==> config.mk <==
export PLATFORM = sky130hd
export DESIGN_NAME = ex_fwd_hazard_ctrl_flat
export DESIGN_NICKNAME = d
export VERILOG_FILES = /design/src/rtl/fwd_pkg.sv /design/src/rtl/ex_fwd_hazard_ctrl_if.sv /design/src/rtl/fwd_src_sel.sv /design/src/rtl/ex_fwd_hazard_ctrl.sv /design/src/flat_wrapper.sv
export SDC_FILE = /design/constraint.sdc
export NUM_CORES = 1
export LEC_CHECK = 0
export CAP_MARGIN = 10
export CORE_MARGIN = 10
export CORE_UTILIZATION = 48
export DETAILED_ROUTE_END_ITERATION = 10
export PLACE_DENSITY = 0.8
export SETUP_SLACK_MARGIN = 0.15
export SKIP_CTS_REPAIR_TIMING = 1
export SLEW_MARGIN = 20
export SYNTH_ARGS = -nofsm -noshare
export SYNTH_HDL_FRONTEND = slang
export SYNTH_SLANG_ARGS = --single-unit
export TNS_END_PERCENT = 50
==> constraint.sdc <==
create_clock -name clk -period 2.79 [get_ports clk]
set_clock_uncertainty 0.1 [all_clocks]
set_input_delay 0.558 -clock clk [delete_from_list [all_inputs] [get_ports clk]]
set_output_delay 0.558 -clock clk [all_outputs]
set_load 0.02 [all_outputs]
==> src/rtl/fwd_pkg.sv <==
// rtl/fwd_pkg.sv - forwarding selects, hazard FSM states and shadow-stage type
package fwd_pkg;

    localparam logic [1:0] FWD_REG  = 2'b00;
    localparam logic [1:0] FWD_DI   = 2'b01;
    localparam logic [1:0] FWD_ALUM = 2'b10;

    // Shadow register index is stored at a fixed width; narrower indices are zero-extended.
    localparam int RW_MAX = 8;

    typedef enum logic {
        RUN      = 1'b0,
        LU_STALL = 1'b1
    } haz_state_e;

    typedef struct packed {
        logic              valid;
        logic [RW_MAX-1:0] rw;
        logic              RegWr;
        logic              MemRd;
    } shadow_t;

    // r0 is hardwired, so a write to it never produces a value worth forwarding.
    function automatic logic producer_hits(input shadow_t s, input logic [RW_MAX-1:0] src);
        return s.valid && s.RegWr && (s.rw != '0) && (s.rw == src);
    endfunction

endpackage

==> src/rtl/ex_fwd_hazard_ctrl_if.sv <==
// rtl/ex_fwd_hazard_ctrl_if.sv - ID-side request and EX/fetch control bundle of the hazard controller
interface ex_fwd_hazard_ctrl_if #(
    parameter int REG_AW = 5,
    parameter int CNT_W  = 16
);
    logic [REG_AW-1:0] rs_ID;
    logic [REG_AW-1:0] rt_ID;
    logic              useRs_ID;
    logic              useRt_ID;
    logic [REG_AW-1:0] rw_ID;
    logic              RegWr_ID;
    logic              MemRd_ID;
    logic              flush_ID;
    logic              stall_ext;
    logic [1:0]        BusAFw;
    logic [1:0]        BusBFw;
    logic              pc_wr_en;
    logic              ifid_wr_en;
    logic              idex_bubble;
    logic [CNT_W-1:0]  stall_cnt;

    modport master (
        output rs_ID, rt_ID, useRs_ID, useRt_ID, rw_ID, RegWr_ID, MemRd_ID,
        output flush_ID, stall_ext,
        input  BusAFw, BusBFw, pc_wr_en, ifid_wr_en, idex_bubble, stall_cnt
    );

    modport slave (
        input  rs_ID, rt_ID, useRs_ID, useRt_ID, rw_ID, RegWr_ID, MemRd_ID,
        input  flush_ID, stall_ext,
        output BusAFw, BusBFw, pc_wr_en, ifid_wr_en, idex_bubble, stall_cnt
    );
endinterface

==> src/rtl/fwd_src_sel.sv <==
// rtl/fwd_src_sel.sv - per-source forwarding select and load-use detect against EX/M producers
module fwd_src_sel
    import fwd_pkg::*;
(
    input  logic [RW_MAX-1:0] src,
    input  logic              use_src,
    input  shadow_t           ex_stage,
    input  shadow_t           m_stage,
    output logic [1:0]        sel,
    output logic              load_use
);

    logic ex_hit;
    logic m_hit;
    logic unused_m_memrd;

    assign ex_hit = use_src && producer_hits(ex_stage, src);
    assign m_hit  = use_src && producer_hits(m_stage, src);

    // A load in M already has its data in W by the time the consumer is in EX.
    assign unused_m_memrd = m_stage.MemRd;

    always_comb begin
        sel = FWD_REG;
        if (ex_hit) begin
            sel = FWD_ALUM;
        end else if (m_hit) begin
            sel = FWD_DI;
        end
    end

    assign load_use = ex_hit && ex_stage.MemRd;

endmodule

==> src/rtl/ex_fwd_hazard_ctrl.sv <==
// rtl/ex_fwd_hazard_ctrl.sv - EX operand forwarding and load-use/flush/freeze sequencing
// Optional feature macro: HAZ_FORWARD_EN (undefined: no forwarding, stall on any EX/M dependency)
module ex_fwd_hazard_ctrl
    import fwd_pkg::*;
#(
    parameter int REG_AW = 5,
    parameter int CNT_W  = 16
) (
    input logic                 clk,
    input logic                 rst_n,
    ex_fwd_hazard_ctrl_if.slave bus
);

    shadow_t           ex_q;
    shadow_t           m_q;
    shadow_t           w_q;
    shadow_t           id_entry;
    haz_state_e        state_q;
    haz_state_e        state_d;
    logic [REG_AW-1:0] rs_id;
    logic [REG_AW-1:0] rt_id;
    logic [REG_AW-1:0] rw_id;
    logic [RW_MAX-1:0] src_a;
    logic [RW_MAX-1:0] src_b;
    logic [1:0]        sel_a;
    logic [1:0]        sel_b;
    logic              lu_a;
    logic              lu_b;
    logic [1:0]        fw_a_q;
    logic [1:0]        fw_b_q;
    logic [1:0]        fw_a_d;
    logic [1:0]        fw_b_d;
    logic              hazard_stall;
    logic              bubble;
    logic [CNT_W-1:0]  cnt_q;
    logic              unused_sink;

    assign rs_id = bus.rs_ID;
    assign rt_id = bus.rt_ID;
    assign rw_id = bus.rw_ID;
    assign src_a = RW_MAX'(rs_id);
    assign src_b = RW_MAX'(rt_id);

    assign id_entry = '{valid: 1'b1, rw: RW_MAX'(rw_id), RegWr: bus.RegWr_ID, MemRd: bus.MemRd_ID};

    fwd_src_sel u_sel_a (
        .src      (src_a),
        .use_src  (bus.useRs_ID),
        .ex_stage (ex_q),
        .m_stage  (m_q),
        .sel      (sel_a),
        .load_use (lu_a)
    );

    fwd_src_sel u_sel_b (
        .src      (src_b),
        .use_src  (bus.useRt_ID),
        .ex_stage (ex_q),
        .m_stage  (m_q),
        .sel      (sel_b),
        .load_use (lu_b)
    );

`ifdef HAZ_FORWARD_EN
    // The cycle after a load-use stall sees the load in M, so the check is masked there.
    assign hazard_stall = (state_q == RUN) && (lu_a || lu_b) && !bus.flush_ID;
    assign fw_a_d       = bubble ? FWD_REG : sel_a;
    assign fw_b_d       = bubble ? FWD_REG : sel_b;
    assign unused_sink  = ^w_q;
`else
    // Without bypass paths every live EX/M dependency waits for register-file write-through.
    assign hazard_stall = ((sel_a != FWD_REG) || (sel_b != FWD_REG)) && !bus.flush_ID;
    assign fw_a_d       = FWD_REG;
    assign fw_b_d       = FWD_REG;
    assign unused_sink  = ^{w_q, lu_a, lu_b};
`endif

    always_comb begin
        bus.pc_wr_en   = 1'b1;
        bus.ifid_wr_en = 1'b1;
        bubble         = 1'b0;
        if (rst_n) begin
            if (bus.stall_ext) begin
                bus.pc_wr_en   = 1'b0;
                bus.ifid_wr_en = 1'b0;
            end else if (bus.flush_ID) begin
                bubble = 1'b1;
            end else if (hazard_stall) begin
                bus.pc_wr_en   = 1'b0;
                bus.ifid_wr_en = 1'b0;
                bubble         = 1'b1;
            end
        end
    end

    always_comb begin
        state_d = state_q;
`ifdef HAZ_FORWARD_EN
        case (state_q)
            RUN:      if (hazard_stall) state_d = LU_STALL;
            LU_STALL: state_d = RUN;
            default:  state_d = RUN;
        endcase
`else
        state_d = RUN;
`endif
    end

    always_ff @(posedge clk) begin
        if (!rst_n) begin
            ex_q    <= '0;
            m_q     <= '0;
            w_q     <= '0;
            state_q <= RUN;
            fw_a_q  <= FWD_REG;
            fw_b_q  <= FWD_REG;
            cnt_q   <= '0;
        end else if (!bus.stall_ext) begin
            ex_q    <= bubble ? shadow_t'('0) : id_entry;
            m_q     <= ex_q;
            w_q     <= m_q;
            state_q <= state_d;
            fw_a_q  <= fw_a_d;
            fw_b_q  <= fw_b_d;
            if (hazard_stall && (cnt_q != '1)) begin
                cnt_q <= cnt_q + 1'b1;
            end
        end
    end

    assign bus.idex_bubble = bubble;
    assign bus.BusAFw      = fw_a_q;
    assign bus.BusBFw      = fw_b_q;
    assign bus.stall_cnt   = cnt_q;

endmodule

==> src/flat_wrapper.sv <==
// flat-port wrapper written by rule: the top's interface ports become plain ports
module ex_fwd_hazard_ctrl_flat import fwd_pkg::*;
#(
    parameter int REG_AW = 5,
    parameter int CNT_W  = 16
)
  (clk, rst_n, bus_rs_ID, bus_rt_ID, bus_useRs_ID, bus_useRt_ID, bus_rw_ID, bus_RegWr_ID, bus_MemRd_ID, bus_flush_ID, bus_stall_ext, bus_BusAFw, bus_BusBFw, bus_pc_wr_en, bus_ifid_wr_en, bus_idex_bubble, bus_stall_cnt);
  ex_fwd_hazard_ctrl_if #(.REG_AW(REG_AW), .CNT_W(CNT_W)) bus_i ();
  input logic clk;
  input logic rst_n;
  input wire logic [$bits(bus_i.rs_ID)-1:0] bus_rs_ID;
  input wire logic [$bits(bus_i.rt_ID)-1:0] bus_rt_ID;
  input wire logic [$bits(bus_i.useRs_ID)-1:0] bus_useRs_ID;
  input wire logic [$bits(bus_i.useRt_ID)-1:0] bus_useRt_ID;
  input wire logic [$bits(bus_i.rw_ID)-1:0] bus_rw_ID;
  input wire logic [$bits(bus_i.RegWr_ID)-1:0] bus_RegWr_ID;
  input wire logic [$bits(bus_i.MemRd_ID)-1:0] bus_MemRd_ID;
  input wire logic [$bits(bus_i.flush_ID)-1:0] bus_flush_ID;
  input wire logic [$bits(bus_i.stall_ext)-1:0] bus_stall_ext;
  output wire logic [$bits(bus_i.BusAFw)-1:0] bus_BusAFw;
  output wire logic [$bits(bus_i.BusBFw)-1:0] bus_BusBFw;
  output wire logic [$bits(bus_i.pc_wr_en)-1:0] bus_pc_wr_en;
  output wire logic [$bits(bus_i.ifid_wr_en)-1:0] bus_ifid_wr_en;
  output wire logic [$bits(bus_i.idex_bubble)-1:0] bus_idex_bubble;
  output wire logic [$bits(bus_i.stall_cnt)-1:0] bus_stall_cnt;
  assign bus_i.rs_ID = bus_rs_ID;
  assign bus_i.rt_ID = bus_rt_ID;
  assign bus_i.useRs_ID = bus_useRs_ID;
  assign bus_i.useRt_ID = bus_useRt_ID;
  assign bus_i.rw_ID = bus_rw_ID;
  assign bus_i.RegWr_ID = bus_RegWr_ID;
  assign bus_i.MemRd_ID = bus_MemRd_ID;
  assign bus_i.flush_ID = bus_flush_ID;
  assign bus_i.stall_ext = bus_stall_ext;
  assign bus_BusAFw = bus_i.BusAFw;
  assign bus_BusBFw = bus_i.BusBFw;
  assign bus_pc_wr_en = bus_i.pc_wr_en;
  assign bus_ifid_wr_en = bus_i.ifid_wr_en;
  assign bus_idex_bubble = bus_i.idex_bubble;
  assign bus_stall_cnt = bus_i.stall_cnt;
  ex_fwd_hazard_ctrl #(.REG_AW(REG_AW), .CNT_W(CNT_W)) u_core (.clk(clk), .rst_n(rst_n), .bus(bus_i));
endmodule
# == Yosys cells after proc, flatten, opt, wreduce, memory -nomap -nowiden ==
# Index checks and enable logic that the tools add are counted.
# word_totals
reg_bits,36
# classes
reduce_logical,21
addsub,1
n_bitwise,1
mux,13
eq_ne,5
# op_table
cell,count
== test 8 x 5 -> 1 bit,4
adder 16 x 1 -> 16 bit (second input constant),1
!= test 16 bit (second input constant),1
nonzero test 8 bit,2
logical AND 1 bit,14
2-to-1 mux 11 bit,1
2-to-1 mux 1 bit,10
2-to-1 mux 2 bit,2
nonzero test 2 bit,2
AND reduction 2 bit,1
logical NOT 1 bit,1
logical OR 1 bit,1
NOT 1 bit,1

# == Logic depth before layout (Yosys ltp) ==
# Gate-level depths: netlist of run 1.
# depth
word_depth,14
depth_mapped,8
depth_no_buf,7

# == Hierarchy ==
# A second synthesis of run 1 with hierarchy kept.
# hier_totals
cells_unflattened,241
hier_area_um2,2065.7
# modules_own_cells
module,seq_area_each_um2,cells_each,area_per_inst_um2,n_inst
ex_fwd_hazard_ctrl,640.6,173,1567.8,1
fwd_src_sel,0.0,34,249.0,2

# == Worst setup path after synthesis of run 1 ==
# No wires, ideal clock.
# synth_timing
kind,register to output
startpoint,register u_core.ex_q[2] (netlist bit)
endpoint,output port bus_pc_wr_en
required_time_ns,2.132
path_stages_with_launch,9
t_arrival_ns,2.216
slack_ns,-0.084
path_cell_list,dfxtp_1 -> or4_1 -> o211ai_1 -> or4_1 -> nand2_1 -> a22oi_1 -> nor2_1 -> o21ai_0 -> buf_4
# synth_via
elab_chain_cells,12
elab_cells_between_ends,18
cone_classes,eq/ne (2); mux (6); reduce/logical (10)
# synth_rtl
item,line_no,text
from (decl),ex_fwd_hazard_ctrl.sv:14,shadow_t ex_q;
from (signal assigned),ex_fwd_hazard_ctrl.sv:119,ex_q <= bubble ? shadow_t'('0) : id_entry;
nonzero test 8 bit,fwd_pkg.sv:25,return s.valid && s.RegWr && (s.rw != '0) && (s.rw == src);
logical AND 1 bit (2 in series),fwd_pkg.sv:25,
logical AND 1 bit,fwd_src_sel.sv:17,"assign ex_hit = use_src && producer_hits(ex_stage, src);"
2-to-1 mux 2 bit,fwd_src_sel.sv:25,if (ex_hit) begin
nonzero test 2 bit,ex_fwd_hazard_ctrl.sv:72,assign hazard_stall = ((sel_a != FWD_REG) || (sel_b != FWD_REG)) && !bus.flush_ID;
logical OR 1 bit (*),ex_fwd_hazard_ctrl.sv:72,
logical AND 1 bit (*),ex_fwd_hazard_ctrl.sv:72,
2-to-1 mux 1 bit (*) (4 in series),n/a,
to (decl),flat_wrapper.sv:22,output wire logic [$bits(bus_i.pc_wr_en)-1:0] bus_pc_wr_en;
# Every way passes the cells marked *; elsewhere a longest branch is shown, timed or not.

# == Final worst setup path of run 1 ==
# layout_timing
startpoint,register u_core.m_q[2] (netlist bit)
endpoint,output port bus_idex_bubble
# layout_via
elab_chain_cells,13
elab_cells_between_ends,20
cone_classes,eq/ne (2); mux (8); reduce/logical (10)
# layout_rtl
item,line_no,text
from (decl),ex_fwd_hazard_ctrl.sv:15,shadow_t m_q;
from (signal assigned),ex_fwd_hazard_ctrl.sv:120,m_q <= ex_q;
nonzero test 8 bit,fwd_pkg.sv:25,
logical AND 1 bit (2 in series),fwd_pkg.sv:25,
logical AND 1 bit,fwd_src_sel.sv:18,"assign m_hit = use_src && producer_hits(m_stage, src);"
2-to-1 mux 1 bit,fwd_src_sel.sv:27,end else if (m_hit) begin
2-to-1 mux 2 bit,fwd_src_sel.sv:25,
nonzero test 2 bit,ex_fwd_hazard_ctrl.sv:72,
logical OR 1 bit (*),ex_fwd_hazard_ctrl.sv:72,
logical AND 1 bit (*),ex_fwd_hazard_ctrl.sv:72,
2-to-1 mux 1 bit (*),ex_fwd_hazard_ctrl.sv:88,end else if (hazard_stall) begin
2-to-1 mux 1 bit (*),ex_fwd_hazard_ctrl.sv:86,end else if (bus.flush_ID) begin
2-to-1 mux 1 bit (*),ex_fwd_hazard_ctrl.sv:83,if (bus.stall_ext) begin
2-to-1 mux 1 bit (*),ex_fwd_hazard_ctrl.sv:82,if (rst_n) begin
to (decl),flat_wrapper.sv:24,output wire logic [$bits(bus_i.idex_bubble)-1:0] bus_idex_bubble;
# Marked as above.

==> impl_results.html, run 1 <==
<table>
<tr><th>Metric</th><th>Value</th></tr>
<tr><th colspan="2">Finish</th></tr>
<tr><td>Number of diodes</td><td>0</td></tr>
<tr><td>Total area of multi-input combinational cells</td><td>1120 sq um</td></tr>
<tr><td>Final-layout fill cell count</td><td>245</td></tr>
<tr><td>Nets</td><td>276</td></tr>
<tr><td>Utilization after layout</td><td>0.751</td></tr>
<tr><td>Area grow syn2layout</td><td>50.5%</td></tr>
<tr><td>Register Area</td><td>606 sq um</td></tr>
<tr><td>Fraction of final layout cells sized beyond drive strength 1</td><td>0.266</td></tr>
<tr><th colspan="2">Detailed routing</th></tr>
<tr><td>Wirelength per Cell</td><td>around 15 um</td></tr>
<tr><td>Vias</td><td>1570</td></tr>
<tr><td>Vias per cell</td><td>5.27</td></tr>
<tr><td>Remaining antenna violation count</td><td>0</td></tr>
<tr><td>Remaining DRCs</td><td>0</td></tr>
<tr><td>Number of iterations in the first detailed-routing pass</td><td>4</td></tr>
<tr><td>Routed wire length</td><td>4400 um</td></tr>
<tr><td>Iteration-0 DRC count of the detailed router</td><td>128</td></tr>
<tr><th colspan="2">Critical path</th></tr>
<tr><td>Endpoint required time on the critical path</td><td>2.13 ns</td></tr>
<tr><td>Cell family with most CP delay</td><td>simple AND/OR/NAND/NOR gates</td></tr>
<tr><td>Terminus of the critical flop-to-flop path</td><td>u_core.bus.stall_cnt[15]$_SDFFE_PN0P_</td></tr>
<tr><td>Reg2reg path depth</td><td>10</td></tr>
<tr><td>Critical path launch point type</td><td>flop</td></tr>
<tr><td>Arrival @ worst endpoint</td><td>2.25 ns</td></tr>
<tr><td>CP max stage delay</td><td>0.53 ns</td></tr>
<tr><td>Cell repeated most along the worst path</td><td>sky130_fd_sc_hd__or4_4</td></tr>
<tr><td>Highest fanout seen on the critical path</td><td>2</td></tr>
<tr><td>Worst-path cell with the longest stage delay</td><td>sky130_fd_sc_hd__or4_4</td></tr>
<tr><td>Register-to-register setup slack</td><td>0.04 ns</td></tr>
<tr><td>Combined buffer and inverter count along the critical path</td><td>1</td></tr>
<tr><td>Crit Reg-Reg Startpoint</td><td>u_core.m_q[5]$_SDFFE_PN0N_</td></tr>
<tr><td>Kind of capture point of the worst setup path</td><td>primary output</td></tr>
<tr><td>Cell-by-cell listing of the critical path</td><td>or4_4, o211ai_1, or4_4, nand2_4, a221oi_2, nor3_2, buf_4</td></tr>
<tr><td>Classification of the worst setup path</td><td>flop to primary output</td></tr>
<tr><th colspan="2">Status</th></tr>
<tr><td>Outcome</td><td>finished, violations left</td></tr>
<tr><td>Failing checks</td><td>negative setup slack</td></tr>
<tr><th colspan="2">Global route</th></tr>
<tr><td>Maximum number of pins on one net before global-route repair</td><td>18</td></tr>
<tr><td>Initial antenna violation count</td><td>0</td></tr>
<tr><td>Sum of overflow across all layers after global routing</td><td>0</td></tr>
<tr><td>Wire length of the first global-routing pass</td><td>6660 um</td></tr>
<tr><td>Via count of the first global-routing pass</td><td>1484</td></tr>
<tr><td>Tot GR Track Use</td><td>0.131</td></tr>
<tr><th colspan="2">Yosys</th></tr>
<tr><td>Synth area leader</td><td>sky130_fd_sc_hd__dfxtp_1</td></tr>
<tr><td>EDFF count, synth</td><td>0</td></tr>
<tr><td>Synthesized area per cell</td><td>about 9 sq um</td></tr>
<tr><td>Most common flop cell mapped by yosys</td><td>sky130_fd_sc_hd__dfxtp_1</td></tr>
<tr><td>Share of flip-flops with an asynchronous set or reset after synthesis</td><td>0</td></tr>
<tr><td>Warnings, synthesis</td><td>0</td></tr>
<tr><td>Share of the synthesized area in the top cell type</td><td>0.361</td></tr>
<tr><td>Number of distinct library cells after synthesis</td><td>36</td></tr>
<tr><td>Share of synthesized area occupied by flip-flops and latches</td><td>0.361</td></tr>
<tr><td>Top post-synthesis cells by area</td><td>sky130_fd_sc_hd__dfxtp_1 36%, sky130_fd_sc_hd__mux2i_1 11%, sky130_fd_sc_hd__xnor2_1 10%</td></tr>
<tr><td>Most numerous cell types in the synthesized netlist</td><td>30 x sky130_fd_sc_hd__dfxtp_1, 22 x sky130_fd_sc_hd__nor2_1, 19 x sky130_fd_sc_hd__mux2i_1, 19 x sky130_fd_sc_hd__xnor2_1, 16 x sky130_fd_sc_hd__nand2_1</td></tr>
<tr><td>Count leader, synth</td><td>sky130_fd_sc_hd__dfxtp_1</td></tr>
<tr><td>Register bit total from synthesis</td><td>30</td></tr>
<tr><td>Synthesized cell area</td><td>1670 sq um</td></tr>
<tr><td>Number of standard cells after synthesis</td><td>187</td></tr>
<tr><th colspan="2">Power and ir drop</th></tr>
<tr><td>Pwr Total</td><td>0.821 mW</td></tr>
<tr><td>Pleak</td><td>~1.1 nW</td></tr>
<tr><td>Worst supply voltage drop on vdd</td><td>0.264 mV</td></tr>
<tr><td>Pwr Density</td><td>327 nW/um^2</td></tr>
<tr><th colspan="2">Timing</th></tr>
<tr><td>Number of pins with negative max-slew slack in the final report</td><td>0</td></tr>
<tr><td>Max frequency</td><td>344 MHz</td></tr>
<tr><td>Aggregate negative setup slack</td><td>-0.325 ns</td></tr>
<tr><td>Unrepaired setup endpoints after global routing</td><td>true</td></tr>
<tr><td>Period utilisation layout</td><td>1.04</td></tr>
<tr><td>Final setup slack of the worst path</td><td>-0.116 ns</td></tr>
<tr><td>Hold violation count in the final report</td><td>0</td></tr>
<tr><td>Setup-failing EPs final</td><td>3</td></tr>
<tr><td>Clock period minus worst slack</td><td>around 2.9 ns</td></tr>
<tr><th colspan="2">CTS</th></tr>
<tr><td>Buffer cell driving the clock tree root</td><td>sky130_fd_sc_hd__clkbuf_4</td></tr>
<tr><td>H-tree depth reported by CTS</td><td>2</td></tr>
<tr><td>CTS tree</td><td>yes</td></tr>
<tr><td>Inserted Clock Buffers</td><td>5</td></tr>
<tr><td>Clock-pin slew on the worst setup and hold paths</td><td>around 0.1 ns</td></tr>
<tr><td>Maximum buffer depth of the clock tree</td><td>2</td></tr>
<tr><td>Clock Sinks</td><td>30</td></tr>
<tr><td>Clock Latency Late Sink</td><td>roughly 0.34 ns</td></tr>
<tr><th colspan="2">Floorplan</th></tr>
<tr><td>Initial standard-cell utilization of the core</td><td>0.499</td></tr>
<tr><td>Ports placed on the boundary</td><td>46</td></tr>
<tr><td>Core area</td><td>3340 sq um</td></tr>
<tr><td>Std cell rows</td><td>21</td></tr>
<tr><td>DIE WIDTH</td><td>78.9 um</td></tr>
<tr><td>DIE AREA</td><td>about 6200 sq um</td></tr>
<tr><td>Vertical extent of the die</td><td>78.9 um</td></tr>
<tr><th colspan="2">Worst hold path</th></tr>
<tr><td>Path type of the worst min-delay path</td><td>flop to flop</td></tr>
<tr><td>Hold Path End</td><td>u_core.ex_q[10]$_SDFFE_PN0N_</td></tr>
<tr><td>Start point of the worst min-delay path</td><td>u_core.ex_q[10]$_SDFFE_PN0N_</td></tr>
<tr><td>Worst hold path depth</td><td>2</td></tr>
<tr><th colspan="2">Placement</th></tr>
<tr><td>RePlAce Congestion</td><td>0.943</td></tr>
<tr><td>Placed wire-length estimate after detailed placement</td><td>3250 um</td></tr>
<tr><td>Pre-CTS WS</td><td>-0.769 ns</td></tr>
<tr><td>Number of buffer cells added on primary ports</td><td>40</td></tr>
<tr><th colspan="2">Run</th></tr>
<tr><td>Max-cap violations</td><td>0</td></tr>
</table>
[worst min-delay path: stages, from the launching register on]
cell	delay (ns)
sky130_fd_sc_hd__dfxtp_1	0.33
sky130_fd_sc_hd__inv_1	0.05
sky130_fd_sc_hd__a21oi_1	0.05
[metrics by stage]
step           hold WS, ns  instance area (sq um)  std cells
3_5_place_dp         0.362                   2240        288
6_report             0.377                   2510        298
5_1_grt              0.403                   2510        298
2_1_floorplan        0.343                   1680        190
3_3_place_gp         0.359                   2240        288
4_1_cts              0.376                   2290        295
[logic make-up after synthesis]
family                   count (synthesis)  share of synthesized area
XOR/XNOR                                27                      0.142
flip-flops                              30                      0.361
buffers and inverters                   17                     0.0548
multiplexers                            19                      0.114
AO/OA/AOI/OAI                           23                      0.116
AND/OR/NAND/NOR                         69                      0.203
other                                    1                    0.00225
adder cells (fa/ha/maj)                  1                    0.00751
[worst max path at each step]
stage | startpoint | to | slack, ns | cells past startpoint
after floorplan | bus_rs_ID[0] | u_core.bus.stall_cnt[15]$_SDFFE_PN0P_ | 0.17 | 8
after global placement | bus_rs_ID[4] | bus_idex_bubble | -0.72 | 8
after detailed placement | bus_rs_ID[0] | bus_idex_bubble | -0.77 | 8
after CTS | bus_rs_ID[0] | bus_idex_bubble | -0.77 | 8
after global routing | u_core.m_q[2]$_SDFFE_PN0N_ | bus_idex_bubble | -0.24 | 7
final | u_core.m_q[2]$_SDFFE_PN0N_ | bus_idex_bubble | -0.12 | 7
[report_power, final]
group / internal, mW / switching [mW]
Combinational: 0.0743 / 0.0644
Clock: 0.0903 / 0.149
Sequential: 0.437 / 0.00595
[layout by cell type, fill, tap and decap left out, types with 2 or more instances in the layout]
| cell | synthesis | routed |
|---|---|---|
| sky130_fd_sc_hd__a2111o_1 | 2 | 2 |
| sky130_fd_sc_hd__a2111oi_4 | 1 | 2 |
| sky130_fd_sc_hd__a21oi_1 | 8 | 6 |
| sky130_fd_sc_hd__and3_1 | 3 | 2 |
| sky130_fd_sc_hd__and4_1 | 3 | 3 |
| sky130_fd_sc_hd__buf_4 | 5 | 19 |
| sky130_fd_sc_hd__buf_6 | 1 | 10 |
| sky130_fd_sc_hd__clkbuf_4 | 0 | 5 |
| sky130_fd_sc_hd__clkdlybuf4s50_1 | 0 | 27 |
| sky130_fd_sc_hd__clkinv_2 | 0 | 2 |
| sky130_fd_sc_hd__conb_1 | 1 | 4 |
| sky130_fd_sc_hd__dfxtp_1 | 30 | 26 |
| sky130_fd_sc_hd__dfxtp_2 | 0 | 4 |
| sky130_fd_sc_hd__dlymetal6s2s_1 | 0 | 10 |
| sky130_fd_sc_hd__inv_1 | 5 | 5 |
| sky130_fd_sc_hd__mux2i_1 | 19 | 19 |
| sky130_fd_sc_hd__nand2_1 | 16 | 11 |
| sky130_fd_sc_hd__nand2_2 | 0 | 3 |
| sky130_fd_sc_hd__nand2_4 | 0 | 2 |
| sky130_fd_sc_hd__nand2b_1 | 6 | 6 |
| sky130_fd_sc_hd__nand3_1 | 10 | 9 |
| sky130_fd_sc_hd__nand4_1 | 2 | 2 |
| sky130_fd_sc_hd__nor2_1 | 22 | 22 |
| sky130_fd_sc_hd__o211ai_1 | 2 | 2 |
| sky130_fd_sc_hd__or4_4 | 0 | 6 |
| sky130_fd_sc_hd__xnor2_1 | 19 | 16 |
| sky130_fd_sc_hd__xnor2_2 | 0 | 3 |
| sky130_fd_sc_hd__xor2_1 | 8 | 8 |
[area by class of cell]
class                   instances  share of cell area
clock inverters                 2             0.00399
inverters                       6             0.00899
repair buffers                 66               0.260
multi-input cells             143               0.448
flip-flops and latches         30               0.242
clock buffers                   5              0.0150
well taps                      46              0.0230
[state kept, by name, summed over array words and instances (netlist names)]
| register | flops |
|---|---|
| u_core.m_q | 7 |
| u_core.ex_q | 7 |
| u_core.bus.stall_cnt | 16 |
[routing by layer]
metal,vias to the layer above,part of all wire,global-route usage
li1,770,-,-
met1,739,0.39,0.136
met2,49,0.51,0.225
met3,12,0.076,0.0574
met4,0,0.025,0.0591
met5,-,0,0
(Power assumes the default switching activity.)
==> run 2, diff against run 1 <==
--- a/config.mk
+++ b/config.mk
@@ -5,15 +5,17 @@
 export SDC_FILE = /design/constraint.sdc
 export NUM_CORES = 1
 export LEC_CHECK = 0
-export CAP_MARGIN = 10
+export CAP_MARGIN = 0
 export CORE_MARGIN = 10
-export CORE_UTILIZATION = 48
+export CORE_UTILIZATION = 51
 export DETAILED_ROUTE_END_ITERATION = 10
-export PLACE_DENSITY = 0.8
+export GPL_ROUTABILITY_DRIVEN = 0
+export PLACE_DENSITY = 0.81
 export SETUP_SLACK_MARGIN = 0.15
 export SKIP_CTS_REPAIR_TIMING = 1
 export SLEW_MARGIN = 20
 export SYNTH_ARGS = -nofsm -noshare
 export SYNTH_HDL_FRONTEND = slang
+export SYNTH_HIERARCHICAL = 1
 export SYNTH_SLANG_ARGS = --single-unit
 export TNS_END_PERCENT = 50
==> run 2 against run 1 <==
Compared with the run above: the flow still finishes with violations (negative setup slack); critical path type unchanged; critical path depth up 2; combinational power is 32% higher; highest routed layer unchanged; utilization grew 7.7 points; non-clock buffer count grew 4.
==> impl_results.html, run 2 <==
<table>
<tr><th>Metric</th><th>Value</th></tr>
<tr><th colspan="2">Status</th></tr>
<tr><td>Outcome</td><td>finished, violations left</td></tr>
<tr><td>Failing checks</td><td>negative setup slack</td></tr>
<tr><th colspan="2">Power and ir drop</th></tr>
<tr><td>Pleak</td><td>1.36 nW (+25%)</td></tr>
<tr><td>Worst supply voltage drop on vdd</td><td>0.361 mV (+37%)</td></tr>
<tr><td>Cell internal power dissipation</td><td>0.725 mW (+21%)</td></tr>
<tr><td>Pwr Density</td><td>324 nW/um^2 (-0.93%)</td></tr>
<tr><td>Clock share of power</td><td>0.363 (+0.071)</td></tr>
<tr><td>Portion of total power attributed to sequential cells</td><td>0.453 (-0.086)</td></tr>
<tr><td>Switching Share</td><td>0.273 (+0.00623)</td></tr>
<tr><td>Part of the power in combinational logic</td><td>0.183 (+0.014)</td></tr>
<tr><td>Total net switching power</td><td>0.273 mW (+24%)</td></tr>
<tr><th colspan="2">Finish</th></tr>
<tr><td>Non-Filler Cell Area, Final</td><td>3080 sq um (+23%)</td></tr>
<tr><td>Number of flip-flops under the largest register name</td><td>16 (unchanged)</td></tr>
<tr><td>Area grow syn2layout</td><td>55.1%</td></tr>
<tr><td>Final-layout fill cell count</td><td>214 (-13%)</td></tr>
<tr><td>Fraction of final layout cells sized beyond drive strength 1</td><td>0.290 (+0.0245)</td></tr>
<tr><td>Utilization after layout</td><td>0.828 (+0.0766)</td></tr>
<tr><td>Number of diodes</td><td>0 (unchanged)</td></tr>
<tr><td>Most common library cell in the layout ignoring fill and taps</td><td>sky130_fd_sc_hd__conb_1</td></tr>
<tr><td>Nets</td><td>357 (+29%)</td></tr>
<tr><td>Final cell count without fillers</td><td>382 (+28%)</td></tr>
<tr><td>Commonest cells after routing, fill and taps aside</td><td>40 x sky130_fd_sc_hd__conb_1, 27 x sky130_fd_sc_hd__buf_4, 25 x sky130_fd_sc_hd__clkdlybuf4s50_1, 22 x sky130_fd_sc_hd__dfxtp_1, 20 x sky130_fd_sc_hd__xor2_1</td></tr>
<tr><th colspan="2">Detailed routing</th></tr>
<tr><td>Routed wire length</td><td>6300 um (+43%)</td></tr>
<tr><td>Met3 routed wirelength</td><td>524 um (+56%)</td></tr>
<tr><td>Vias</td><td>2119 (+35%)</td></tr>
<tr><td>Remaining antenna violation count</td><td>0 (unchanged)</td></tr>
<tr><td>M1 WL</td><td>2490 um (+46%)</td></tr>
<tr><td>Iteration-0 DRC count of the detailed router</td><td>122 (-4.7%)</td></tr>
<tr><td>Vias per cell</td><td>5.55 (+5.3%)</td></tr>
<tr><td>Wirelength per Cell</td><td>16.5 um (+12%)</td></tr>
<tr><td>Total met2 wirelength after detailed routing</td><td>3120 um (+39%)</td></tr>
<tr><td>Highest routing layer actually used</td><td>met4</td></tr>
<tr><td>Remaining DRCs</td><td>0 (unchanged)</td></tr>
<tr><td>Number of iterations in the first detailed-routing pass</td><td>4 (unchanged)</td></tr>
<tr><th colspan="2">Timing</th></tr>
<tr><td>Slew at the pin with the worst max-slew slack</td><td>0.935 ns</td></tr>
<tr><td>Hold violation count in the final report</td><td>0 (unchanged)</td></tr>
<tr><td>Clock period minus worst slack</td><td>2.97 ns (+0.0644 ns)</td></tr>
<tr><td>Period utilisation layout</td><td>1.06 (+0.0231)</td></tr>
<tr><td>Final setup slack of the worst path</td><td>-0.181 ns (-0.0645 ns)</td></tr>
<tr><td>Unrepaired setup endpoints after global routing</td><td>true</td></tr>
<tr><td>Setup-failing EPs final</td><td>3 (unchanged)</td></tr>
<tr><td>Number of pins with negative max-slew slack in the final report</td><td>0 (unchanged)</td></tr>
<tr><td>Slew Limit Headroom</td><td>0.372</td></tr>
<tr><td>Max frequency</td><td>337 MHz (-2.2%)</td></tr>
<tr><th colspan="2">Placement</th></tr>
<tr><td>Placed standard-cell area</td><td>2700 sq um (+20%)</td></tr>
<tr><td>Number of buffer cells added on primary ports</td><td>40 (unchanged)</td></tr>
<tr><td>Placed wire-length estimate after detailed placement</td><td>4020 um (+24%)</td></tr>
<tr><td>Cell total after placement</td><td>369 (+28%)</td></tr>
<tr><td>Pre-CTS WS</td><td>-0.907 ns (-0.138 ns)</td></tr>
<tr><th colspan="2">Global route</th></tr>
<tr><td>Initial antenna violation count</td><td>0 (unchanged)</td></tr>
<tr><td>Sum of overflow across all layers after global routing</td><td>0 (unchanged)</td></tr>
<tr><td>Wire length of the first global-routing pass</td><td>9000 um (+35%)</td></tr>
<tr><td>Maximum number of pins on one net before global-route repair</td><td>24 (+6)</td></tr>
<tr><td>Via count of the first global-routing pass</td><td>1991 (+34%)</td></tr>
<tr><td>Tot GR Track Use</td><td>0.169 (+0.0374)</td></tr>
<tr><th colspan="2">Yosys</th></tr>
<tr><td>Synthesized cell area</td><td>1980 sq um (+19%)</td></tr>
<tr><td>Warnings, synthesis</td><td>6 (+6)</td></tr>
<tr><td>Number of standard cells after synthesis</td><td>230 (+23%)</td></tr>
<tr><td>Synthesized area per cell</td><td>8.62 sq um (-3.2%)</td></tr>
<tr><th colspan="2">CTS</th></tr>
<tr><td>Maximum buffer depth of the clock tree</td><td>2 (unchanged)</td></tr>
<tr><td>H-tree depth reported by CTS</td><td>2 (unchanged)</td></tr>
<tr><td>CTS tree</td><td>yes</td></tr>
<tr><td>Clock Latency Late Sink</td><td>0.28 ns (-0.06 ns)</td></tr>
<tr><td>Buffer cell driving the clock tree root</td><td>sky130_fd_sc_hd__clkbuf_8</td></tr>
<tr><td>Inserted Clock Buffers</td><td>5 (unchanged)</td></tr>
<tr><td>Clock Sinks</td><td>30 (unchanged)</td></tr>
<tr><td>Clock-pin slew on the worst setup and hold paths</td><td>0.05 ns (-0.05 ns)</td></tr>
<tr><th colspan="2">Critical path</th></tr>
<tr><td>Highest fanout seen on the critical path</td><td>6 (+4)</td></tr>
<tr><td>Arrival @ worst endpoint</td><td>2.31 ns (+0.06 ns)</td></tr>
<tr><td>Crit Reg-Reg Startpoint</td><td>u_core/m_q[4]$_SDFFE_PN0N_</td></tr>
<tr><td>Classification of the worst setup path</td><td>flop to primary output</td></tr>
<tr><td>Timing startpoint of the critical path</td><td>u_core/ex_q[2]$_SDFFE_PN0N_</td></tr>
<tr><td>Endpoint required time on the critical path</td><td>2.13 ns (about the same)</td></tr>
<tr><td>Kind of capture point of the worst setup path</td><td>primary output</td></tr>
<tr><td>Register-to-register setup slack</td><td>0.12 ns (+0.08 ns)</td></tr>
<tr><td>Terminus of the critical flop-to-flop path</td><td>u_core/bus.stall_cnt[7]$_SDFFE_PN0P_</td></tr>
<tr><td>Critical path launch point type</td><td>flop</td></tr>
<tr><td>Reg2reg path depth</td><td>11 (+1)</td></tr>
<tr><th colspan="2">Floorplan</th></tr>
<tr><td>Vertical extent of the die</td><td>82.4 um (+4.4%)</td></tr>
<tr><td>Core area</td><td>3720 sq um (+11%)</td></tr>
<tr><td>Ports placed on the boundary</td><td>46 (unchanged)</td></tr>
<tr><td>DIE WIDTH</td><td>82.4 um (+4.4%)</td></tr>
<tr><td>Initial standard-cell utilization of the core</td><td>0.534 (+0.0346)</td></tr>
<tr><td>Std cell rows</td><td>22 (+4.8%)</td></tr>
<tr><td>DIE AREA</td><td>6780 sq um (+9.0%)</td></tr>
<tr><th colspan="2">Worst hold path</th></tr>
<tr><td>Hold Path End</td><td>u_core/ex_q[5]$_SDFFE_PN0N_</td></tr>
<tr><td>Start point of the worst min-delay path</td><td>u_core/ex_q[5]$_SDFFE_PN0N_</td></tr>
<tr><td>Path type of the worst min-delay path</td><td>flop to flop</td></tr>
<tr><td>Worst hold path depth</td><td>2 (unchanged)</td></tr>
<tr><th colspan="2">Run</th></tr>
<tr><td>Max-cap violations</td><td>0 (unchanged)</td></tr>
</table>
## run 2: worst max-delay path by stage
stage | to | slack (ns) | depth (start not counted)
2_1_floorplan | bus_idex_bubble | 0.06 | 7
3_3_place_gp | bus_idex_bubble | -0.87 | 9
3_5_place_dp | bus_idex_bubble | -0.91 | 9
4_1_cts | bus_idex_bubble | -0.92 | 9
5_1_grt | bus_idex_bubble | -0.25 | 9
6_report | bus_idex_bubble | -0.18 | 9
## run 2: worst max-delay path, stage by stage (launching register included)
cell,delay (ns)
sky130_fd_sc_hd__dfxtp_4,0.37
sky130_fd_sc_hd__buf_6,0.12
sky130_fd_sc_hd__xor2_2,0.17
sky130_fd_sc_hd__nor3_2,0.20
sky130_fd_sc_hd__nand3_1,0.12
sky130_fd_sc_hd__and3_4,0.17
sky130_fd_sc_hd__or4_4,0.52
sky130_fd_sc_hd__o21ai_4,0.18
sky130_fd_sc_hd__nor2_4,0.05
sky130_fd_sc_hd__buf_6,0.12
## run 2: metal layers
metal / up-vias / GRT usage
met5: - / 0
met4: 0 / 0.0612
met3: 20 / 0.0562
met2: 94 / 0.267
met1: 998 / 0.208
li1: 1007 / -
## run 2: cell type report
type | count | area (sq um) | share of cell area
clock buffers | 7 | 86.3 | 0.0281
clock inverters | 1 | 5.00 | 0.00163
inverters | 5 | 18.8 | 0.00610
multi-input cells | 221 | 1630 | 0.529
flip-flops and latches | 30 | 616 | 0.200
well taps | 48 | 60.1 | 0.0195
repair buffers | 70 | 662 | 0.215
## run 2: power groups by stage
| stage | Sequential (mW) | Combinational, mW | Clock, mW |
|---|---|---|---|
| floorplan | 0.456 | 0.0942 | 0 |
| global placement | 0.459 | 0.159 | 0 |
| detailed placement | 0.460 | 0.161 | 0 |
| CTS | 0.450 | 0.163 | 0.364 |
| global route | 0.453 | 0.199 | 0.386 |
| finish | 0.452 | 0.183 | 0.363 |
## run 2: through the flow
stage          hold slack [ns]  power (mW)  TNS [ns]
2_1_floorplan            0.367       0.550         0
3_3_place_gp             0.399       0.619     -7.97
3_5_place_dp             0.409       0.621    -10.43
4_1_cts                  0.419       0.977     -5.13
5_1_grt                  0.448        1.04    -0.580
6_report                 0.410       0.998    -0.261
==> run 3, diff against run 2 <==
--- a/config.mk
+++ b/config.mk
@@ -9,11 +9,10 @@
 export CORE_MARGIN = 10
 export CORE_UTILIZATION = 51
 export DETAILED_ROUTE_END_ITERATION = 10
-export GPL_ROUTABILITY_DRIVEN = 0
 export PLACE_DENSITY = 0.81
 export SETUP_SLACK_MARGIN = 0.15
 export SKIP_CTS_REPAIR_TIMING = 1
-export SLEW_MARGIN = 20
+export SLEW_MARGIN = 5
 export SYNTH_ARGS = -nofsm -noshare
 export SYNTH_HDL_FRONTEND = slang
 export SYNTH_HIERARCHICAL = 1
==> constraint.sdc (replaced) <==
create_clock -name clk -period 3.3 [get_ports clk]
set_clock_uncertainty 0.1 [all_clocks]
set_input_delay 0.66 -clock clk [delete_from_list [all_inputs] [get_ports clk]]
set_output_delay 0.66 -clock clk [all_outputs]
set_load 0.02 [all_outputs]
==> run 3 against run 2 <==
Compared with the run above: the flow now finishes without violations; combinational power shrank 19%; via count fell by 5.0%; die area unchanged; count of clock-buffer cells in the layout decreased by 1; routed wire length decreased by 14%; sequential share of layout area increased by 0.87 points; hold slack gained 0.0071 ns; register-to-register slack better by 0.48 ns; utilization decreased by 5.1 points; sequential cell count did not move; clock power is 2% higher; critical endpoint unchanged; largest power group unchanged; highest routed layer unchanged.
==> impl_results.html, run 3 (synthesized netlist as in run 2, its figures left out) <==
<table>
<tr><th>Metric</th><th>Value</th></tr>
<tr><th colspan="2">Status</th></tr>
<tr><td>Outcome</td><td>finished clean</td></tr>
<tr><th colspan="2">Critical path</th></tr>
<tr><td>Cell-by-cell listing of the critical path</td><td>nor4_1, a211oi_2, nand3_1, buf_4, buf_4, inv_1, or4_4, o21ai_4, nor2_4, buf_6</td></tr>
<tr><td>Cell repeated most along the worst path</td><td>sky130_fd_sc_hd__buf_4</td></tr>
<tr><td>Arrival @ worst endpoint</td><td>2.48 ns (+0.17 ns)</td></tr>
<tr><td>Worst-path cell with the longest stage delay</td><td>sky130_fd_sc_hd__or4_4</td></tr>
<tr><td>Kind of capture point of the worst setup path</td><td>primary output</td></tr>
<tr><td>Combined buffer and inverter count along the critical path</td><td>4 (+2)</td></tr>
<tr><td>Classification of the worst setup path</td><td>flop to primary output</td></tr>
<tr><td>Cell family with most CP delay</td><td>simple AND/OR/NAND/NOR gates</td></tr>
<tr><td>Register-to-register setup slack</td><td>0.60 ns (+0.48 ns)</td></tr>
<tr><td>Endpoint required time on the critical path</td><td>2.54 ns (+0.41 ns)</td></tr>
<tr><td>CP max stage delay</td><td>0.51 ns (about the same)</td></tr>
<tr><td>Highest fanout seen on the critical path</td><td>6 (unchanged)</td></tr>
<tr><td>Critical path launch point type</td><td>flop</td></tr>
<tr><th colspan="2">Detailed routing</th></tr>
<tr><td>Number of iterations in the first detailed-routing pass</td><td>4 (unchanged)</td></tr>
<tr><td>Vias per cell</td><td>5.43 (-2.1%)</td></tr>
<tr><td>Highest routing layer actually used</td><td>met4</td></tr>
<tr><td>M1 WL</td><td>2410 um (-3.1%)</td></tr>
<tr><td>Remaining DRCs</td><td>0 (unchanged)</td></tr>
<tr><td>Iteration-0 DRC count of the detailed router</td><td>108 (-11%)</td></tr>
<tr><td>Total met2 wirelength after detailed routing</td><td>2490 um (-20%)</td></tr>
<tr><td>Routed wire length</td><td>5430 um (-14%)</td></tr>
<tr><td>Wirelength per Cell</td><td>14.6 um (-11%)</td></tr>
<tr><td>Met3 routed wirelength</td><td>456 um (-13%)</td></tr>
<tr><td>Vias</td><td>2014 (-5.0%)</td></tr>
<tr><td>Remaining antenna violation count</td><td>0 (unchanged)</td></tr>
<tr><th colspan="2">Global route</th></tr>
<tr><td>Maximum number of pins on one net before global-route repair</td><td>24 (unchanged)</td></tr>
<tr><td>Sum of overflow across all layers after global routing</td><td>0 (unchanged)</td></tr>
<tr><td>Wire length of the first global-routing pass</td><td>8540 um (-5.1%)</td></tr>
<tr><td>Via count of the first global-routing pass</td><td>1851 (-7.0%)</td></tr>
<tr><td>Initial antenna violation count</td><td>0 (unchanged)</td></tr>
<tr><td>Tot GR Track Use</td><td>0.157 (-0.0114)</td></tr>
<tr><th colspan="2">Finish</th></tr>
<tr><td>Area grow syn2layout</td><td>45.6%</td></tr>
<tr><td>Non-Filler Cell Area, Final</td><td>2890 sq um (-6.1%)</td></tr>
<tr><td>Commonest cells after routing, fill and taps aside</td><td>40 x sky130_fd_sc_hd__conb_1, 28 x sky130_fd_sc_hd__dfxtp_1, 25 x sky130_fd_sc_hd__clkdlybuf4s50_1, 21 x sky130_fd_sc_hd__xor2_1, 19 x sky130_fd_sc_hd__buf_4</td></tr>
<tr><td>Number of flip-flops under the largest register name</td><td>16 (unchanged)</td></tr>
<tr><td>Number of diodes</td><td>0 (unchanged)</td></tr>
<tr><td>Register Area</td><td>603 sq um (-2.0%)</td></tr>
<tr><td>Nets</td><td>346 (-3.1%)</td></tr>
<tr><td>Final-layout fill cell count</td><td>271 (+27%)</td></tr>
<tr><td>Fraction of final layout cells sized beyond drive strength 1</td><td>0.211 (-0.0799)</td></tr>
<tr><td>Total area of multi-input combinational cells</td><td>1530 sq um (-6.1%)</td></tr>
<tr><td>Utilization after layout</td><td>0.777 (-0.0505)</td></tr>
<tr><td>Most common library cell in the layout ignoring fill and taps</td><td>sky130_fd_sc_hd__conb_1</td></tr>
<tr><th colspan="2">CTS</th></tr>
<tr><td>Clock-pin slew on the worst setup and hold paths</td><td>0.07 ns (+0.02 ns)</td></tr>
<tr><td>Buffer cell driving the clock tree root</td><td>sky130_fd_sc_hd__clkbuf_8</td></tr>
<tr><td>CTS tree</td><td>yes</td></tr>
<tr><td>H-tree depth reported by CTS</td><td>2 (unchanged)</td></tr>
<tr><td>Inserted Clock Buffers</td><td>5 (unchanged)</td></tr>
<tr><td>Maximum buffer depth of the clock tree</td><td>2 (unchanged)</td></tr>
<tr><td>Clock Latency Late Sink</td><td>0.29 ns (about the same)</td></tr>
<tr><td>Clock Sinks</td><td>30 (unchanged)</td></tr>
<tr><th colspan="2">Floorplan</th></tr>
<tr><td>Vertical extent of the die</td><td>82.4 um (unchanged)</td></tr>
<tr><td>Ports placed on the boundary</td><td>46 (unchanged)</td></tr>
<tr><td>Core area</td><td>3720 sq um (unchanged)</td></tr>
<tr><td>DIE AREA</td><td>6780 sq um (unchanged)</td></tr>
<tr><td>DIE WIDTH</td><td>82.4 um (unchanged)</td></tr>
<tr><td>Std cell rows</td><td>22 (unchanged)</td></tr>
<tr><td>Initial standard-cell utilization of the core</td><td>0.534 (unchanged)</td></tr>
<tr><th colspan="2">Timing</th></tr>
<tr><td>Setup-failing EPs final</td><td>0 (-3)</td></tr>
<tr><td>Hold violation count in the final report</td><td>0 (unchanged)</td></tr>
<tr><td>Slew Limit Headroom</td><td>0.505 (+0.134)</td></tr>
<tr><td>Number of pins with negative max-slew slack in the final report</td><td>0 (unchanged)</td></tr>
<tr><td>Slew at the pin with the worst max-slew slack</td><td>0.736 ns (-0.199 ns)</td></tr>
<tr><td>Clock period minus worst slack</td><td>3.24 ns</td></tr>
<tr><td>Final setup slack of the worst path</td><td>0.0582 ns (+0.239 ns)</td></tr>
<tr><td>Unrepaired setup endpoints after global routing</td><td>true</td></tr>
<tr><td>Worst-case hold slack</td><td>0.417 ns (+0.00711 ns)</td></tr>
<tr><td>Period utilisation layout</td><td>0.982</td></tr>
<tr><td>Max frequency</td><td>308 MHz</td></tr>
<tr><th colspan="2">Placement</th></tr>
<tr><td>Number of buffer cells added on primary ports</td><td>40 (unchanged)</td></tr>
<tr><td>Pre-CTS WS</td><td>-0.604 ns (+0.303 ns)</td></tr>
<tr><td>Placed wire-length estimate after detailed placement</td><td>3800 um (-5.4%)</td></tr>
<tr><td>RePlAce Congestion</td><td>0.858</td></tr>
<tr><td>Placed standard-cell area</td><td>2620 sq um (-2.8%)</td></tr>
<tr><th colspan="2">Power and ir drop</th></tr>
<tr><td>Worst supply voltage drop on vdd</td><td>0.257 mV (-29%)</td></tr>
<tr><td>Pwr Total</td><td>0.901 mW (-9.7%)</td></tr>
<tr><td>Pwr Density</td><td>312 nW/um^2 (-3.9%)</td></tr>
<tr><td>Pleak</td><td>1.27 nW (-6.3%)</td></tr>
<tr><th colspan="2">Run</th></tr>
<tr><td>Max-cap violations</td><td>0 (unchanged)</td></tr>
<tr><th colspan="2">Worst hold path</th></tr>
<tr><td>Path type of the worst min-delay path</td><td>flop to flop</td></tr>
</table>
## run 3: changes by cell type in the layout (fill, tap and decap cells not counted), sizes merged
cell	change
buf	-10
bufinv	+1
clkbuf	+1
clkinv	-1
clkinvlp	+1
dlymetal6s2s	-2
nand4	-1
## run 3: through the flow
step,std cells,TNS (ns)
after floorplan,269,0
after global placement,360,-1.54
after detailed placement,360,-1.82
after CTS,368,-1.96
after global routing,371,0
final,371,0
## run 3: worst min-delay path, stage by stage, from the launching register on
cell                      delay (ns)
sky130_fd_sc_hd__dfxtp_1        0.33
sky130_fd_sc_hd__o21ai_0        0.08
sky130_fd_sc_hd__a21oi_1        0.06
## run 3: cell type report
class | instances | area share
Timing Repair Buffer | 60 | 0.197
Clock buffer | 6 | 0.0251
Sequential cell | 30 | 0.209
Inverter | 5 | 0.00650
Multi-Input combinational cell | 220 | 0.529
Clock inverter | 2 | 0.0130
Tap cell | 48 | 0.0208
## run 3: layer usage
metal	GRT usage	up-vias
met5	0	-
met1	0.194	941
met4	0.0357	0
met2	0.250	75
met3	0.0637	11
li1	-	987
## run 3: report_power, final
group	internal [mW]	switching, mW
Combinational	0.0718	0.0767
Clock	0.225	0.146
Sequential	0.370	0.0118
## run 3: worst paths after layout
check / from / endpoint / cells after the start
setup / recovery: u_core/ex_q[2]$_SDFFE_PN0N_ / bus_idex_bubble / 10
hold / removal: u_core/bus.stall_cnt[1]$_SDFFE_PN0P_ / u_core/bus.stall_cnt[1]$_SDFFE_PN0P_ / 2
hold reg to reg: u_core/bus.stall_cnt[1]$_SDFFE_PN0P_ / u_core/bus.stall_cnt[1]$_SDFFE_PN0P_ / 2
setup reg to reg: u_core/m_q[2]$_SDFFE_PN0N_ / u_core/bus.stall_cnt[6]$_SDFFE_PN0P_ / 9
